==> config.mk <==
export PLATFORM = sky130hd
export DESIGN_NAME = ps2_key_sender_flat
export DESIGN_NICKNAME = d
export VERILOG_FILES = /design/src/rtl/ps2_key_sender_if.sv /design/src/rtl/ps2_key_sender.sv /design/src/flat_wrapper.sv
export SDC_FILE = /design/constraint.sdc
export NUM_CORES = 1
export LEC_CHECK = 0
export CAP_MARGIN = 5
export CORE_MARGIN = 2
export CORE_UTILIZATION = 35
export DETAILED_ROUTE_END_ITERATION = 10
export SETUP_SLACK_MARGIN = 0.2
export SYNTH_ARGS = -nofsm -noshare
export SYNTH_HDL_FRONTEND = slang
export SYNTH_SLANG_ARGS = --single-unit
==> constraint.sdc <==
create_clock -name clk -period 2.4 [get_ports clk]
set_input_delay 0.36 -clock clk [delete_from_list [all_inputs] [get_ports clk]]
set_output_delay 0.36 -clock clk [all_outputs]
set_load 0.05 [all_outputs]
==> src/rtl/ps2_key_sender_if.sv <==
// Key event handshake between a scancode source and the PS/2 sender.
// One event moves on each cycle with key_valid and ready both high.
interface ps2_key_sender_if;
    logic       key_valid;
    logic [7:0] key_code;
    logic       key_release;
    logic       key_extended;
    logic       ready;

    modport master (
        output key_valid, key_code, key_release, key_extended,
        input  ready
    );

    modport slave (
        input  key_valid, key_code, key_release, key_extended,
        output ready
    );
endinterface

==> src/rtl/ps2_key_sender.sv <==
// PS/2 device-to-host keyboard transmitter on open-drain clk/data pins.
// Sends the [E0] [F0] code sequence for each accepted key event.
module ps2_key_sender #(
    parameter int CLK_HZ   = 25_000_000,
    parameter int PS2_HZ   = 12_500,
    parameter int BUS_IDLE = 100,
    parameter int GAP      = 2000
) (
    input  logic clk,
    input  logic n_reset,
    ps2_key_sender_if.slave key,
    output logic ps2clk_o,
    output logic ps2data_o,
    input  logic ps2clk_i,
    output logic byte_done
);
    localparam int H    = CLK_HZ / (2 * PS2_HZ);
    localparam int M1   = (H > BUS_IDLE) ? H : BUS_IDLE;
    localparam int CMAX = (M1 > GAP) ? M1 : GAP;
    localparam int CW   = $clog2(CMAX + 1);

    localparam logic [CW-1:0] H_LAST   = CW'(H - 1);
    localparam logic [CW-1:0] H_CHK    = CW'(H - H / 2);
    localparam logic [CW-1:0] IDLE_N   = CW'(BUS_IDLE);
    localparam logic [CW-1:0] GAP_LAST = CW'(GAP - 1);

    typedef enum logic [2:0] {
        S_IDLE, S_WAIT, S_HI, S_LO, S_GAP
    } state_t;

    state_t          state, state_n;
    logic [1:0]      sync_q;
    logic [CW-1:0]   cnt;
    logic [3:0]      bit_idx;
    logic [1:0]      byte_idx;
    logic [1:0]      last_idx;
    logic [2:0][7:0] seq;
    logic            done_q;
    logic [7:0]      cur_byte;
    logic [2:0]      dsel;
    logic            cur_bit;
    logic            bus_hi;
    logic            accept;
    logic            half_end;
    logic            inhibit;
    logic            last_bit;
    logic            last_byte;

    assign bus_hi    = sync_q[1];
    assign accept    = key.key_valid && (state == S_IDLE);
    assign half_end  = (cnt == H_LAST);
    assign last_bit  = (bit_idx == 4'd10);
    assign last_byte = (byte_idx == last_idx);
    // Early BIT_HI cycles are skipped: the synchroniser still shows our own low.
    assign inhibit   = (state == S_HI) && (cnt >= H_CHK) && !bus_hi;
    assign dsel      = bit_idx[2:0] - 3'd1;

    always_ff @(posedge clk or negedge n_reset) begin
        if (!n_reset) begin
            state <= S_IDLE;
        end else begin
            state <= state_n;
        end
    end

    always_comb begin
        state_n = state;
        unique case (state)
            S_IDLE: if (accept) state_n = S_WAIT;
            S_WAIT: if (bus_hi && cnt == IDLE_N) state_n = S_HI;
            S_HI: begin
                if (inhibit)       state_n = S_WAIT;
                else if (half_end) state_n = S_LO;
            end
            S_LO: begin
                if (half_end) begin
                    if (!last_bit)      state_n = S_HI;
                    else if (last_byte) state_n = S_IDLE;
                    else                state_n = S_GAP;
                end
            end
            S_GAP: if (cnt == GAP_LAST) state_n = S_WAIT;
            default: state_n = S_IDLE;
        endcase
    end

    always_ff @(posedge clk or negedge n_reset) begin
        if (!n_reset) begin
            sync_q   <= '0;
            cnt      <= '0;
            bit_idx  <= '0;
            byte_idx <= '0;
            last_idx <= '0;
            seq      <= '0;
            done_q   <= 1'b0;
        end else begin
            sync_q <= {sync_q[0], ps2clk_i};
            done_q <= (state == S_LO) && half_end && last_bit;
            if (state_n != state || state == S_IDLE ||
                (state == S_WAIT && !bus_hi)) begin
                cnt <= '0;
            end else begin
                cnt <= cnt + CW'(1);
            end
            if (state_n == S_WAIT) begin
                bit_idx <= '0;
            end else if (state == S_LO && state_n == S_HI) begin
                bit_idx <= bit_idx + 4'd1;
            end
            if (accept) begin
                byte_idx <= '0;
                seq[0]   <= key.key_extended ? 8'hE0 :
                            key.key_release  ? 8'hF0 : key.key_code;
                seq[1]   <= (key.key_extended && key.key_release) ?
                            8'hF0 : key.key_code;
                seq[2]   <= key.key_code;
                last_idx <= {1'b0, key.key_extended} +
                            {1'b0, key.key_release};
            end else if (state == S_GAP && state_n == S_WAIT) begin
                byte_idx <= byte_idx + 2'd1;
            end
        end
    end

    always_comb begin
        unique case (byte_idx)
            2'd0:    cur_byte = seq[0];
            2'd1:    cur_byte = seq[1];
            default: cur_byte = seq[2];
        endcase
    end

    always_comb begin
        cur_bit = 1'b1;
        unique case (1'b1)
            bit_idx == 4'd0:  cur_bit = 1'b0;
            bit_idx == 4'd9:  cur_bit = ~^cur_byte;
            bit_idx >= 4'd10: cur_bit = 1'b1;
            default:          cur_bit = cur_byte[dsel];
        endcase
    end

    always_comb begin
        key.ready = (state == S_IDLE);
        ps2clk_o  = (state != S_LO);
        ps2data_o = (state == S_HI || state == S_LO) ? cur_bit : 1'b1;
        byte_done = done_q;
    end
endmodule

==> src/flat_wrapper.sv <==
// flat-port wrapper written by rule: the top's interface ports become plain ports
module ps2_key_sender_flat 
#(
    parameter int CLK_HZ   = 25_000_000,
    parameter int PS2_HZ   = 12_500,
    parameter int BUS_IDLE = 100,
    parameter int GAP      = 2000
)
  (clk, n_reset, ps2clk_o, ps2data_o, ps2clk_i, byte_done, key_key_valid, key_key_code, key_key_release, key_key_extended, key_ready);
  ps2_key_sender_if key_i ();
  input  logic clk;
  input  logic n_reset;
  output logic ps2clk_o;
  output logic ps2data_o;
  input  logic ps2clk_i;
  output logic byte_done;
  input wire logic [$bits(key_i.key_valid)-1:0] key_key_valid;
  input wire logic [$bits(key_i.key_code)-1:0] key_key_code;
  input wire logic [$bits(key_i.key_release)-1:0] key_key_release;
  input wire logic [$bits(key_i.key_extended)-1:0] key_key_extended;
  output wire logic [$bits(key_i.ready)-1:0] key_ready;
  assign key_i.key_valid = key_key_valid;
  assign key_i.key_code = key_key_code;
  assign key_i.key_release = key_key_release;
  assign key_i.key_extended = key_key_extended;
  assign key_ready = key_i.ready;
  ps2_key_sender #(.CLK_HZ(CLK_HZ), .PS2_HZ(PS2_HZ), .BUS_IDLE(BUS_IDLE), .GAP(GAP)) u_core (.clk(clk), .n_reset(n_reset), .key(key_i), .ps2clk_o(ps2clk_o), .ps2data_o(ps2data_o), .ps2clk_i(ps2clk_i), .byte_done(byte_done));
endmodule
# After elaboration in Yosys (flattened, before gate mapping)
# Cells that the tools add are included.
[word_totals]
ff_bits = 49
input_bits = 14
output_inout_bits = 4
word_cells = 75
[classes]
n_addsub = 5
order_cmp = 3
eq_ne = 15
mux = 22
n_reduce_logical = 20
[op_table]
columns = ["operator", "n"]
rows = [
  ["3-bit 2-to-1 mux", 8],
  ["8-bit 2-to-1 mux", 3],
  ["8-bit case mux with 2 select lines", 1],
  ["3-bit case mux with 5 select lines", 1],
  ["11-bit by 1-bit adder with 11-bit output (second input constant)", 1],
  ["11-bit by 10-bit == test with 1-bit output (second input constant)", 1],
  ["11-bit == test (second input constant)", 1],
  ["11-bit by 7-bit == test with 1-bit output (second input constant)", 1],
  ["11-bit by 9-bit >= comparator with 1-bit output (second input constant)", 1],
  ["11-bit 2-to-1 mux", 1],
  ["1-bit logical AND", 10],
  ["3-bit by 2-bit == test with 1-bit output (second input constant)", 3],
  ["4-bit == test (second input constant)", 2],
  ["4-bit 2-to-1 mux", 2],
  ["8-bit XNOR reduction", 1],
  ["3-bit by 1-bit == test with 1-bit output (second input constant)", 2],
  ["4-bit by 1-bit adder with 4-bit output (second input constant)", 1],
  ["4-bit >= comparator (second input constant)", 1],
  ["4-bit zero test", 1],
  ["3-bit by 4-bit less-than comparator with 1-bit output (second input constant)", 1],
  ["2-bit 2-to-1 mux", 2],
  ["2-bit nonzero test", 2],
  ["1-bit binary-select mux with 3-bit select", 1],
  ["3-bit == test (second input constant)", 1],
  ["13 further kinds", 16],
]

# Logic depth before layout (Yosys ltp)
[logic_depth]
ltp_word = 9
mapped_depth = 10
depth_no_buf = 8

# Worst setup path after synthesis
# No wires, ideal clock.
[synth_timing]
path_kind = "register -> output"
start = "register u_core.byte_idx[0]"
end = "output ps2data_o"
arrival_ns = 2.770
required_ns = 2.040
setup_slack_ns = -0.730
path_stages_with_launch = 10
path_buffers = 1
cell_sequence = "dfrtp_1 > inv_1 > ha_1 > buf_1 > nor2_1 > a21oi_1 > xor2_1 > xnor2_1 > xnor2_1 > o21ai_0"
[synth_via]
elab_chain_len = 6
elab_cells_between_ends = 8
classes_between = "1 x eq/ne; 5 x mux; 2 x reduce/logical"
[synth_rtl]
columns = ["item", "line", "rtl"]
rows = [
  ["start, declared", "ps2_key_sender.sv:35", "logic [1:0] byte_idx;"],
  ["start signal, assigned", "ps2_key_sender.sv:120", "byte_idx <= byte_idx + 2'd1;"],
  ["2-bit by 1-bit == test with 1-bit output / 2-bit zero test (equally long branches)", "ps2_key_sender.sv:126", "unique case (byte_idx)"],
  ["8-bit case mux with 2 select lines *", "ps2_key_sender.sv:126", ""],
  ["1-bit binary-select mux with 3-bit select", "ps2_key_sender.sv:139", "default: cur_bit = cur_byte[dsel];"],
  ["1-bit 2-to-1 mux (implied by the code)", "ps2_key_sender.sv:139", ""],
  ["1-bit case mux with 3 select lines *", "ps2_key_sender.sv:135", "unique case (1'b1)"],
  ["1-bit 2-to-1 mux *", "ps2_key_sender.sv:146", "ps2data_o = (state == S_HI || state == S_LO) ? cur_bit : 1'b1;"],
  ["end, declared", "flat_wrapper.sv:14", "output logic ps2data_o;"],
]
# Every way passes the cells marked *; elsewhere a longest branch is shown, timed or not. The select of a mux whose other input is x is not followed.

# Final worst setup path
# Same ends and word-level chain as after synthesis.

==> out/metrics.cfg <==
[run_status]
status = finished with violations
violations = setup timing

[layout]
nets = 358
fill_cells = 749
stdcell_count = 437
area_growth_pct = 29.4
drive_gt1_share_pct = 28.7
n_antenna_cell = 0

[worst_hold_path]
hold_path_startpoint = u_core.sync_q[0]$_DFF_PN0_
hold_class = reg -> reg
min_to = u_core.sync_q[1]$_DFF_PN0_
min_path_cells = 0

[global_route]
grt_max_degree = 43
antenna_found_initial = 0
first_global_vias = 2188
grt_pass1_wl_mm = 10.7
grt_use_total_pct = 15.5
grt_overflow = 0

[critical_path]
critPathMaxStageDelay_ns = 0.49
worst-r2r-cell-count = 7
r2r_setup_slack_ns = 0.18
cp_top_family = multiplexers
crit_path_end_kind = primary output
critPathArrivalTime_ns = 2.35
path_class = reg -> out
required_ns = 2.04
timing.rr.start = u_core.cnt[7]$_DFF_PN0_
startpoint_type = flip-flop
critical_path_buf_inv_count = 3
crit_slowest_cell = mux4_2
reg2reg_to = u_core.bit_idx[0]$_DFFE_PN0P_
path_cells = inv_2, ha_4, buf_6, a22o_1, a21oi_4, mux4_2, mux2i_1, a221oi_2, o21ai_2, buf_12
cp_max_fo = 5

[detailed_routing]
via_per_inst = 4.90
ant_nets = 0
wire_per_inst_um = 14.3
drt-total-wl_mm = 6.25
firstDrtPassIters = 4
drcViolationCount = 0
vias = 2140
drt_iter0_drc = 80

[logic_synthesis]
ys_async_sr_fraction_pct = 100
yosys.area_share.simple_pct = 19.9
yosysUniqueCellTypes = 43
synth.avg_cell_area_um2 = 9.79
synth_flop_cell = dfrtp_1
synth_xor_area_share_pct = 6.64
synth_edf_count = 0
synth_area_leaders = dfrtp_1 44%, nand2_1 5.3%, ha_1 4.5%, xnor2_1 4.1%, mux2_2 4.1%
synthTopCellsByCount = 49 x dfrtp_1, 39 x nand2_1, 25 x nor2_1, 17 x o21ai_0
yosysMostFrequentCell = dfrtp_1
synthCells = 283
synth_area_mm2 = 0.00277
synth_top_area_share_pct = 44.3
ys_seq_area_share_pct = 44.3
synthMuxAreaShare_pct = 8.22
ys_warn_count = 0
synth_top_area_cell = dfrtp_1
synthesis.nets = 307
synth_top_family_by_area = simple AND/OR/NAND/NOR gates
synth_fa_ha_area_share_pct = 4.52
synth_compound_area_share_pct = 12.6
synth-seq-cells = 49

[timing]
slew_violations = 0
hold_slack_ns = 0.357
relSlewSlack_pct = 67.1
rsz0062_at_grt = yes
fin_skew_ns = 0.00672
min_period_ns = 2.71
finalSetupViolCount = 1
finalHoldViolCount = 0
timing.fmax_ghz = 0.369
tightest_slew_ns = 0.491
postLayoutSetupSlackWorst_ns = -0.307
post-route-period-util_pct = 113

[floorplan]
rows = 32
die_w_um = 93.0
die_h_um = 93.0
die_area_mm2 = 0.00864
io_pins = 18
core-area_mm2 = 0.00769
initial_core_util_pct = 36.0

[power]
p_total_w = 0.00154
vdd_ir_drop_max_uv = 380
p_leak_nw = 1.61
powerDensity_mw_per_mm2 = 431

[clock_tree]
clock_latency_ns = 0.30
root_buffer = clkbuf_8
cts_sinks = 49
cts_made_buffers = 5
path_clk_slew_ns = 0.09
cts_tree = done
htree_levels = 2
ctsLongestPathBuffers = 2

[placed_design]
hpwl_mm = 4.38
gp_congestion = 0.810
placed_cells = 416
io_buffers = 17

[job]
cap_violations = 0

[final cells by class]
cell class	count	area [µm²]	area share, %
Timing Repair Buffer	57	504	14.1
Multi-Input combinational cell	214	1580	44.0
Clock inverter	2	37.5	1.05
Clock buffer	6	82.6	2.30
Sequential cell	49	1230	34.3
Inverter	7	26.3	0.733
Tap cell	102	128	3.56
[registers in the layout, indices dropped and copies added, names as in the netlist]
register and count:
u_core.byte_idx 2, u_core.cnt 11, u_core.seq 24, u_core.last_idx 2, u_core.sync_q 2, u_core.bit_idx 4, u_core.state 3, u_core.byte_done 1
[through the flow]
| step | util, % | instance area, µm² | TNS (ns) | setup WS (ns) |
|---|---|---|---|---|
| after floorplan | - | 2780 | -0.145 | -0.145 |
| final | 46.6 | 3580 | -0.307 | -0.307 |
| after global placement | 41.8 | 3210 | -0.104 | -0.104 |
| after global routing | 46.6 | 3580 | -0.459 | -0.459 |
| after CTS | 45.4 | 3490 | -0.321 | -0.321 |
| after detailed placement | 41.8 | 3210 | -0.203 | -0.203 |
[worst max-delay path by stage]
stage                                         startpoint        end  slack [ns]  cells past startpoint
after floorplan           u_core.byte_idx[0]$_DFFE_PN0P_  ps2data_o       -0.15                      9
after global placement    u_core.byte_idx[0]$_DFFE_PN0P_  ps2data_o       -0.10                     10
after detailed placement  u_core.byte_idx[0]$_DFFE_PN0P_  ps2data_o       -0.20                     10
after CTS                 u_core.byte_idx[0]$_DFFE_PN0P_  ps2data_o       -0.32                     10
after global routing      u_core.byte_idx[0]$_DFFE_PN0P_  ps2data_o       -0.46                     10
final                     u_core.byte_idx[0]$_DFFE_PN0P_  ps2data_o       -0.31                     10
[metal layers]
| layer | GRT usage, % | share of wire [%] | vias to the layer above |
|---|---|---|---|
| met4 | 4.41 | 1.2 | 0 |
| met2 | 26.1 | 50 | 29 |
| met3 | 2.77 | 2.6 | 7 |
| li1 | - | - | 1085 |
| met1 | 20.4 | 47 | 1019 |
| met5 | 0 | 0 | - |
[report_power, final]
| group | switching, W | internal, W | leakage, nW |
|---|---|---|---|
| registers | 0.00000460 | 0.000831 | 0.660 |
| logic | 0.0000424 | 0.0000373 | 0.891 |
| clock network | 0.000289 | 0.000339 | 0.0574 |
[cells in the final DEF, fill, tap and decap left out, types with 8 or more instances in the layout]
cell type,Yosys,routed
dfrtp_1,49,48
a22o_1,8,8
nand3_1,8,8
mux2_2,10,10
nor2_1,25,24
o21ai_0,17,15
xnor2_1,13,13
clkdlybuf4s50_1,0,13
buf_4,0,35
nand2_1,39,39
ha_1,10,8
[kinds of logic (layout without fill, tap and decap cells)]
group,after synthesis,after routing
DFF,49,49
AOI/OAI and AO/OA,53,53
xor gates and xnor gates,21,21
and+or+nand+nor,111,111
muxes,19,19
buffers and inverters,20,72
adders and majority gates,10,10
[timing repair]
action | in CTS | in global routing
hold buffers | 1 | 0
endpoints found under the setup margin | 15 | 16
hold endpoints to repair | 14 | 0
cloned | 1 | 0
pin swaps | 6 | 9
gates resized for setup | 28 | 11
buffers inserted | 5 | 6
No activity file was read; power rests on OpenSTA's default activity.
